===== src/rtl/magia_tile_launcher.sv =====
`default_nettype none
// ============================================================================
//  Module      : magia_tile_launcher
//  Description : Per-tile launch and completion controller for the MAGIA
//                mesh. Raises one fetch-enable per tile (broadcast or
//                staggered), detects completion from debounced core_sleep,
//                records per-tile cycle counts and flags a global timeout.
//  Revision    : 1.0 - initial release
// ============================================================================
module magia_tile_launcher #(
  parameter int N_TILES  = 16,
  parameter int CNT_W    = 32,
  parameter int GAP_W    = 8,
  parameter int DEBOUNCE = 2
) (
  input  logic                       clk_i,
  input  logic                       rst_ni,
  input  logic                       start_i,
  input  logic                       clear_i,
  input  logic [N_TILES-1:0]         enable_mask_i,
  input  logic [GAP_W-1:0]           gap_i,
  input  logic [CNT_W-1:0]           timeout_i,
  input  logic [N_TILES-1:0]         core_sleep_i,
  output logic [N_TILES-1:0]         fetch_enable_o,
  output logic                       busy_o,
  output logic                       done_o,
  output logic                       timeout_o,
  output logic [N_TILES-1:0]         done_mask_o,
  output logic [N_TILES*CNT_W-1:0]   tile_cycles_o,
  output logic [CNT_W-1:0]           cycle_count_o
);

  localparam int DEB_W = $clog2(DEBOUNCE + 1);
  localparam logic [CNT_W-1:0] c_cnt_max = '1;

  typedef enum logic [1:0] {
    S_IDLE   = 2'd0,
    S_LAUNCH = 2'd1,
    S_RUN    = 2'd2,
    S_DONE   = 2'd3
  } state_t;

  state_t                           r_state;
  state_t                           w_state_nxt;
  logic [N_TILES-1:0]               r_mask;
  logic [GAP_W-1:0]                 r_gap;
  logic [CNT_W-1:0]                 r_timeout;
  logic [CNT_W-1:0]                 r_next_at;      // global count at which the next pending tile rises
  logic [N_TILES-1:0]               r_fetch_en;
  logic [N_TILES-1:0]               r_armed;        // tile is past its launch cycle
  logic [N_TILES-1:0]               r_done_mask;
  logic [N_TILES-1:0][CNT_W-1:0]    r_tile_cnt;
  logic [N_TILES*CNT_W-1:0]         r_tile_cycles;
  logic [N_TILES-1:0][DEB_W-1:0]    r_deb;
  logic [CNT_W-1:0]                 r_cycle_cnt;
  logic                             r_busy;
  logic                             r_done;
  logic                             r_timeout_flag;

  logic                             w_active;
  logic                             w_start;
  logic                             w_run;
  logic [N_TILES-1:0]               w_pending;
  logic [N_TILES-1:0]               w_first;
  logic [N_TILES-1:0]               w_start_first;
  logic [N_TILES-1:0]               w_launch;
  logic [N_TILES-1:0]               w_qual;
  logic [N_TILES-1:0]               w_done_mask_nxt;
  logic                             w_all_done;
  logic                             w_tmo_hit;
  logic                             w_timed_out;
  logic [CNT_W-1:0]                 w_cnt_inc;

  assign w_active        = (r_state == S_LAUNCH) || (r_state == S_RUN);
  assign w_start         = (r_state == S_IDLE) && start_i;
  assign w_run           = w_active && !clear_i;
  // Lowest set bit isolates the next tile in ascending launch order.
  assign w_pending       = r_mask & ~r_fetch_en;
  assign w_first         = w_pending & (~w_pending + N_TILES'(1));
  assign w_start_first   = enable_mask_i & (~enable_mask_i + N_TILES'(1));
  assign w_done_mask_nxt = r_done_mask | w_qual;
  assign w_all_done      = ((w_done_mask_nxt & r_mask) == r_mask);
  assign w_tmo_hit       = (r_timeout != '0) && (r_cycle_cnt == r_timeout);
  assign w_cnt_inc       = (r_cycle_cnt == c_cnt_max) ? r_cycle_cnt : r_cycle_cnt + CNT_W'(1);

  // A tile qualifies on the DEBOUNCE-th consecutive sleep sample after its launch cycle.
  always_comb begin
    w_qual = '0;
    for (int i = 0; i < N_TILES; i++) begin
      w_qual[i] = w_active && r_fetch_en[i] && r_armed[i] && !r_done_mask[i] &&
                  core_sleep_i[i] && (r_deb[i] == DEB_W'(DEBOUNCE - 1));
    end
  end

  // State register.
  always_ff @(posedge clk_i or negedge rst_ni) begin
    if (!rst_ni) r_state <= S_IDLE;
    else         r_state <= w_state_nxt;
  end

  // Next state and launch selection; abort beats completion, completion beats timeout.
  always_comb begin
    w_state_nxt = r_state;
    w_launch    = '0;
    w_timed_out = 1'b0;
    case (r_state)
      S_IDLE: begin
        if (start_i) begin
          if (enable_mask_i == '0) begin
            w_state_nxt = S_DONE;
          end else begin
            w_state_nxt = S_LAUNCH;
            w_launch    = (gap_i == '0) ? enable_mask_i : w_start_first;
          end
        end
      end
      S_LAUNCH, S_RUN: begin
        if (clear_i) begin
          w_state_nxt = S_IDLE;
        end else if (w_all_done) begin
          w_state_nxt = S_DONE;
        end else if (w_tmo_hit) begin
          w_state_nxt = S_DONE;
          w_timed_out = 1'b1;
        end else if (r_state == S_LAUNCH) begin
          if (w_pending == '0) begin
            w_state_nxt = S_RUN;
          end else if ((r_gap != '0) && (w_cnt_inc == r_next_at)) begin
            w_launch = w_first;
          end
        end
      end
      S_DONE: begin
        if (clear_i) w_state_nxt = S_IDLE;
      end
      default: w_state_nxt = S_IDLE;
    endcase
  end

  // Config latch, counters, debounce and registered outputs.
  always_ff @(posedge clk_i or negedge rst_ni) begin
    if (!rst_ni) begin
      r_mask         <= '0;
      r_gap          <= '0;
      r_timeout      <= '0;
      r_next_at      <= '0;
      r_fetch_en     <= '0;
      r_armed        <= '0;
      r_done_mask    <= '0;
      r_tile_cnt     <= '0;
      r_tile_cycles  <= '0;
      r_deb          <= '0;
      r_cycle_cnt    <= '0;
      r_busy         <= 1'b0;
      r_done         <= 1'b0;
      r_timeout_flag <= 1'b0;
    end else begin
      r_busy         <= (w_state_nxt == S_LAUNCH) || (w_state_nxt == S_RUN);
      r_done         <= (w_state_nxt == S_DONE);
      r_timeout_flag <= (w_state_nxt == S_DONE) &&
                        ((r_state == S_DONE) ? r_timeout_flag : w_timed_out);
      if ((w_state_nxt == S_LAUNCH) || (w_state_nxt == S_RUN)) r_fetch_en <= r_fetch_en | w_launch;
      else                                                     r_fetch_en <= '0;

      if (w_start) begin
        r_mask        <= enable_mask_i;
        r_gap         <= gap_i;
        r_timeout     <= timeout_i;
        r_next_at     <= CNT_W'(gap_i);
        r_armed       <= '0;
        r_done_mask   <= '0;
        r_tile_cnt    <= '0;
        r_tile_cycles <= '0;
        r_deb         <= '0;
        r_cycle_cnt   <= '0;
      end else if (w_run) begin
        for (int i = 0; i < N_TILES; i++) begin
          if (r_fetch_en[i]) r_armed[i] <= 1'b1;
          if (w_launch[i]) begin
            r_tile_cnt[i] <= '0;
          end else if (r_fetch_en[i] && !r_done_mask[i]) begin
            r_tile_cnt[i] <= (r_tile_cnt[i] == c_cnt_max) ? r_tile_cnt[i]
                                                          : r_tile_cnt[i] + CNT_W'(1);
          end
          if (r_fetch_en[i] && r_armed[i] && !r_done_mask[i]) begin
            r_deb[i] <= core_sleep_i[i] ? r_deb[i] + DEB_W'(1) : '0;
          end
          if (w_qual[i]) r_tile_cycles[i*CNT_W +: CNT_W] <= r_tile_cnt[i];
        end
        r_done_mask <= w_done_mask_nxt;
        // The count freezes at the value of the last active cycle.
        if (w_state_nxt != S_DONE) r_cycle_cnt <= w_cnt_inc;
        if (w_launch != '0) r_next_at <= r_next_at + CNT_W'(r_gap);
      end
    end
  end

  assign fetch_enable_o = r_fetch_en;
  assign busy_o         = r_busy;
  assign done_o         = r_done;
  assign timeout_o      = r_timeout_flag;
  assign done_mask_o    = r_done_mask;
  assign tile_cycles_o  = r_tile_cycles;
  assign cycle_count_o  = r_cycle_cnt;

endmodule
`default_nettype wire


===== config.mk =====
export PLATFORM = sky130hd
export DESIGN_NAME = magia_tile_launcher
export DESIGN_NICKNAME = d
export VERILOG_FILES = /design/src/rtl/magia_tile_launcher.sv
export SDC_FILE = /design/constraint.sdc
export NUM_CORES = 2
export LEC_CHECK = 0
export ABC_AREA = 1
export CAP_MARGIN = 20
export CORE_ASPECT_RATIO = 2
export CORE_MARGIN = 2
export CORE_UTILIZATION = 40
export CTS_CLUSTER_DIAMETER = 60
export DETAILED_ROUTE_END_ITERATION = 8
export PLACE_DENSITY = 0.58
export SLEW_MARGIN = 0
export SYNTH_ARGS = -nofsm -noshare
export SYNTH_HDL_FRONTEND = slang
export SYNTH_SLANG_ARGS = --single-unit

===== constraint.sdc =====
create_clock -name clk_i -period 5.3 [get_ports clk_i]
set_input_delay 0.795 -clock clk_i [delete_from_list [all_inputs] [get_ports clk_i]]
set_output_delay 0.795 -clock clk_i [all_outputs]
set_load 0.03 [all_outputs]

==> impl_metrics.tcl <==
set metrics [dict create \
    arrival_ps 5450 \
    die_x_um 286.4 \
    crit_path_max_incr_delay_ps 770 \
    viasPerCell 5.458 \
    grt_max_degree 155 \
    tritoncts "built" \
    core_mm2 0.1588 \
    finalCritPeriodShare 0.9170 \
    overflow 0 \
    violations "hold timing" \
    pin_count 655 \
    root_buffer "clkbuf_16" \
    hold_viol_final 7 \
    status "finished, violations left" \
    die_y_um 568.8 \
    nFillCells 15650 \
    p_leak_nw 31.89 \
    place_congestion 0.9720 \
    nNetsFinal 8893 \
    grt_pass1_vias 60840 \
    synth_cells 8213 \
    cpMostUsedCell "nand2_1" \
    seqCellArea_mm2 0.03075 \
    crit_buf_inv 4 \
    yosysWarnings 0 \
    cts_resized 0 \
    insertion_delay_ps 740 \
    worstPathRequired_ps 5890 \
    die_area_mm2 0.1629 \
    ys_ff_latch 1229 \
    skew_ps 36.05 \
    p_per_area_mw_per_mm2 323.9 \
    cp_max_fo 41 \
    grt_util_all_layers 0.2981 \
    hold_class "input port to asynchronous set/reset pin" \
    rows 207 \
    htreeDepth 3 \
    drive_above_1_share 0.04510 \
    ys.flop_type "dfrtp_1" \
    vias 59830 \
    setup_viol 0 \
    cts_made_buffers 118 \
    synth_nets 8335 \
    synth.most_common_cell "nand2_1" \
    dpl.hpwl_um 187600 \
    placed_area_mm2 0.07260 \
    post_cts_buffers 0 \
    holdBufCountCts 0 \
    maxSlewHeadroom 0.2727 \
    hold_ws_ps -43.11 \
    path_delay_family "simple AND/OR/NAND/NOR gates" \
    rsz0062_at_grt "false" \
    synthTopCellsByArea "dfrtp_1 (48%), nand2_1 (9.7%), inv_1 (6.5%)" \
    cp_num_cells 24 \
    grt_first_pass_wirelength_um 372400 \
    path_cells "ha_1 -> nand2_1 -> nor2_4 -> nand2_4 -> nor2_8 -> nand2_4 -> buf_4 -> nand2_1 -> nand2_1 -> nand2_1 -> nor2_1 -> nand2_1 -> inv_1 -> nand2_1 -> nor2_4 -> nand3_1 -> nand2_1 -> nand2_2 -> inv_2 -> nor2_1 -> nand2_1 -> inv_1 -> nand2_1 -> o41ai_1" \
    fin_crit_ps 4860 \
    setup_tns_ps 0 \
    final_cell_count_no_fill 10960 \
    final_design_area_no_fill_mm2 0.07678 \
    drt_first_iter_violations 4003 \
    vdd_ir_drop_max_uv 296.1 \
    fin_ws_ps 439.6 \
    end_kind "flip-flop" \
    cts.sinks 1229 \
    cts_buffer_depth 3 \
    yosys.area.top_type_share 0.4820 \
    clkTransAtPathRegs_ps 70 \
    slowest_stage "nor2_1" \
    multi_input_area_mm2 0.02751 \
    wirelength_um 246200 \
    max_freq_mhz 205.7 \
    drtPass1Iterations 8 \
    place_inst 10740 \
    startpoint_type "flip-flop" \
    worstMarginPinSlew_ps 1088 \
    start_util 0.4019 \
    portBuffers 654 \
    synth_cell_types 59 \
    synth_commonest_cells "nand2_1 (1657), dfrtp_1 (1229), inv_1 (1111)" \
    synth_top_area_cell "dfrtp_1" \
    cap_violations 0 \
    critPathKind "flip-flop to flip-flop" \
    netlist_area_mm2 0.06381 \
    rr_worst_depth 24 \
    r2r_slack_ps 440 \
    area_delta_synth_final_pct 20.33 \
    drtAntennaViolNets 0 \
    antenna_found_initial 20 \
    async_flop_share 1.000 \
    dp_slack_ps 41.67 \
    synth_edf_count 0 \
    drv_slew 0 \
    yosysSeqAreaShare 0.4820 \
    wl_per_cell_um 22.46 \
    avgSynthCellArea_um2 7.769 \
    drc 0 \
]
[metal layers]
metal,GRT usage,up-vias,wire length [µm]
met3,0.06863,491,16030
met2,0.5536,1767,129300
met1,0.3181,29280,88830
met5,0,-,214
met4,0.1286,34,11790
li1,-,28260,-
[power breakdown]
part / total (W) / internal [W] / switching [W]
combinational: 0.00536 / 0.00137 / 0.00399
clock: 0.00910 / 0.00508 / 0.00402
sequential: 0.0104 / 0.00987 / 0.000534
[worst register-to-register path: stages, from the launching register on]
cell and delay [ps]:
dfrtp_1 520, ha_1 360, nand2_1 130, nor2_4 170, nand2_4 110, nor2_8 170
nand2_4 290, buf_4 320, nand2_1 110, nand2_1 70, nand2_1 60, nor2_1 50
nand2_1 90, inv_1 40, nand2_1 90, nor2_4 90, nand3_1 110, nand2_1 70
nand2_2 100, inv_2 60, nor2_1 770, nand2_1 150, inv_1 550, nand2_1 150
o41ai_1 110
[path summary, 6_finish.rpt]
kind	start	endpoint
setup / recovery	cycle_count_o[1]$_DFFE_PN0P_	r_tile_cnt[49]$_DFFE_PN0P_
hold / removal	rst_ni	tile_cycles_o[457]$_DFFE_PN0P_
setup reg to reg	cycle_count_o[1]$_DFFE_PN0P_	r_tile_cnt[49]$_DFFE_PN0P_
hold reg to reg	tile_cycles_o[63]$_DFFE_PN0P_	tile_cycles_o[63]$_DFFE_PN0P_
max in group asynchronous	rst_ni	r_tile_cnt[2]$_DFFE_PN0P_
min in group clk_i	tile_cycles_o[63]$_DFFE_PN0P_	tile_cycles_o[63]$_DFFE_PN0P_
[flip-flops by register name, indices dropped and copies added (netlist names)]
register,flops
r_gap,8
done_mask_o,16
tile_cycles_o,512
fetch_enable_o,16
r_mask,16
r_armed,16
cycle_count_o,32
r_tile_cnt,512
r_timeout,32
r_state,2
r_deb,32
timeout_o,1
done_o,1
r_next_at,32
busy_o,1
[area by class of cell]
class                   count  share of cell area
well taps                2090             0.03406
diodes                      3          0.00009777
clock inverters            59            0.009190
flip-flops and latches   1229              0.4005
multi-input cells        5537              0.3583
inverters                1124             0.05511
clock buffers             159             0.04413
repair buffers            761             0.09862
[cells in the final DEF, fill, tap and decap left out, types with 7 or more instances in the layout]
master / count
nand2_1: 1656
dfrtp_1: 1229
inv_1: 1108
nand3_1: 777
nor2_1: 765
clkdlybuf4s50_1: 653
o21ai_0: 576
nor3_1: 345
a21oi_1: 318
o22ai_1: 218
xor2_1: 195
nand4_1: 130
clkbuf_16: 119
nor4_1: 112
buf_4: 91
o31ai_1: 69
o41ai_1: 62
ha_1: 45
xnor2_1: 42
o21bai_1: 40
clkbuf_8: 26
nand3b_1: 24
clkinv_2: 22
nand2_2: 16
nor2_2: 16
clkinvlp_4: 15
clkbuf_1: 14
nor3b_1: 13
o21ai_1: 13
a31oi_1: 12
bufinv_16: 12
buf_12: 12
or2_2: 11
inv_2: 9
o21a_1: 9
and3_1: 8
nand2_4: 7
o2111ai_1: 7
a211oi_1: 7
[cells by family (layout without fill, tap and decap cells)]
family / count (synthesis) / in the layout / share of synthesized area
compound gates: 1353 / 1353 / 0.1206
xor+xnor: 237 / 237 / 0.03253
fa+ha+maj: 46 / 46 / 0.009137
buf+inv: 1447 / 2103 / 0.08816
flops: 1229 / 1229 / 0.4820
other cells: 0 / 3 / 0
simple gates: 3901 / 3901 / 0.2676
[metrics by stage]
| stage | power, W | util | hold WS [ps] |
|---|---|---|---|
| after floorplan | 0.01388 | - | 451.7 |
| after global placement | 0.01587 | 0.4573 | 459.3 |
| after detailed placement | 0.01593 | 0.4573 | 459.3 |
| after CTS | 0.02508 | 0.4830 | 36.17 |
| after global routing | 0.02600 | 0.4836 | 8.718 |
| final | 0.02487 | 0.4836 | -43.11 |
Note: power is estimated with default switching activity, not from simulation.
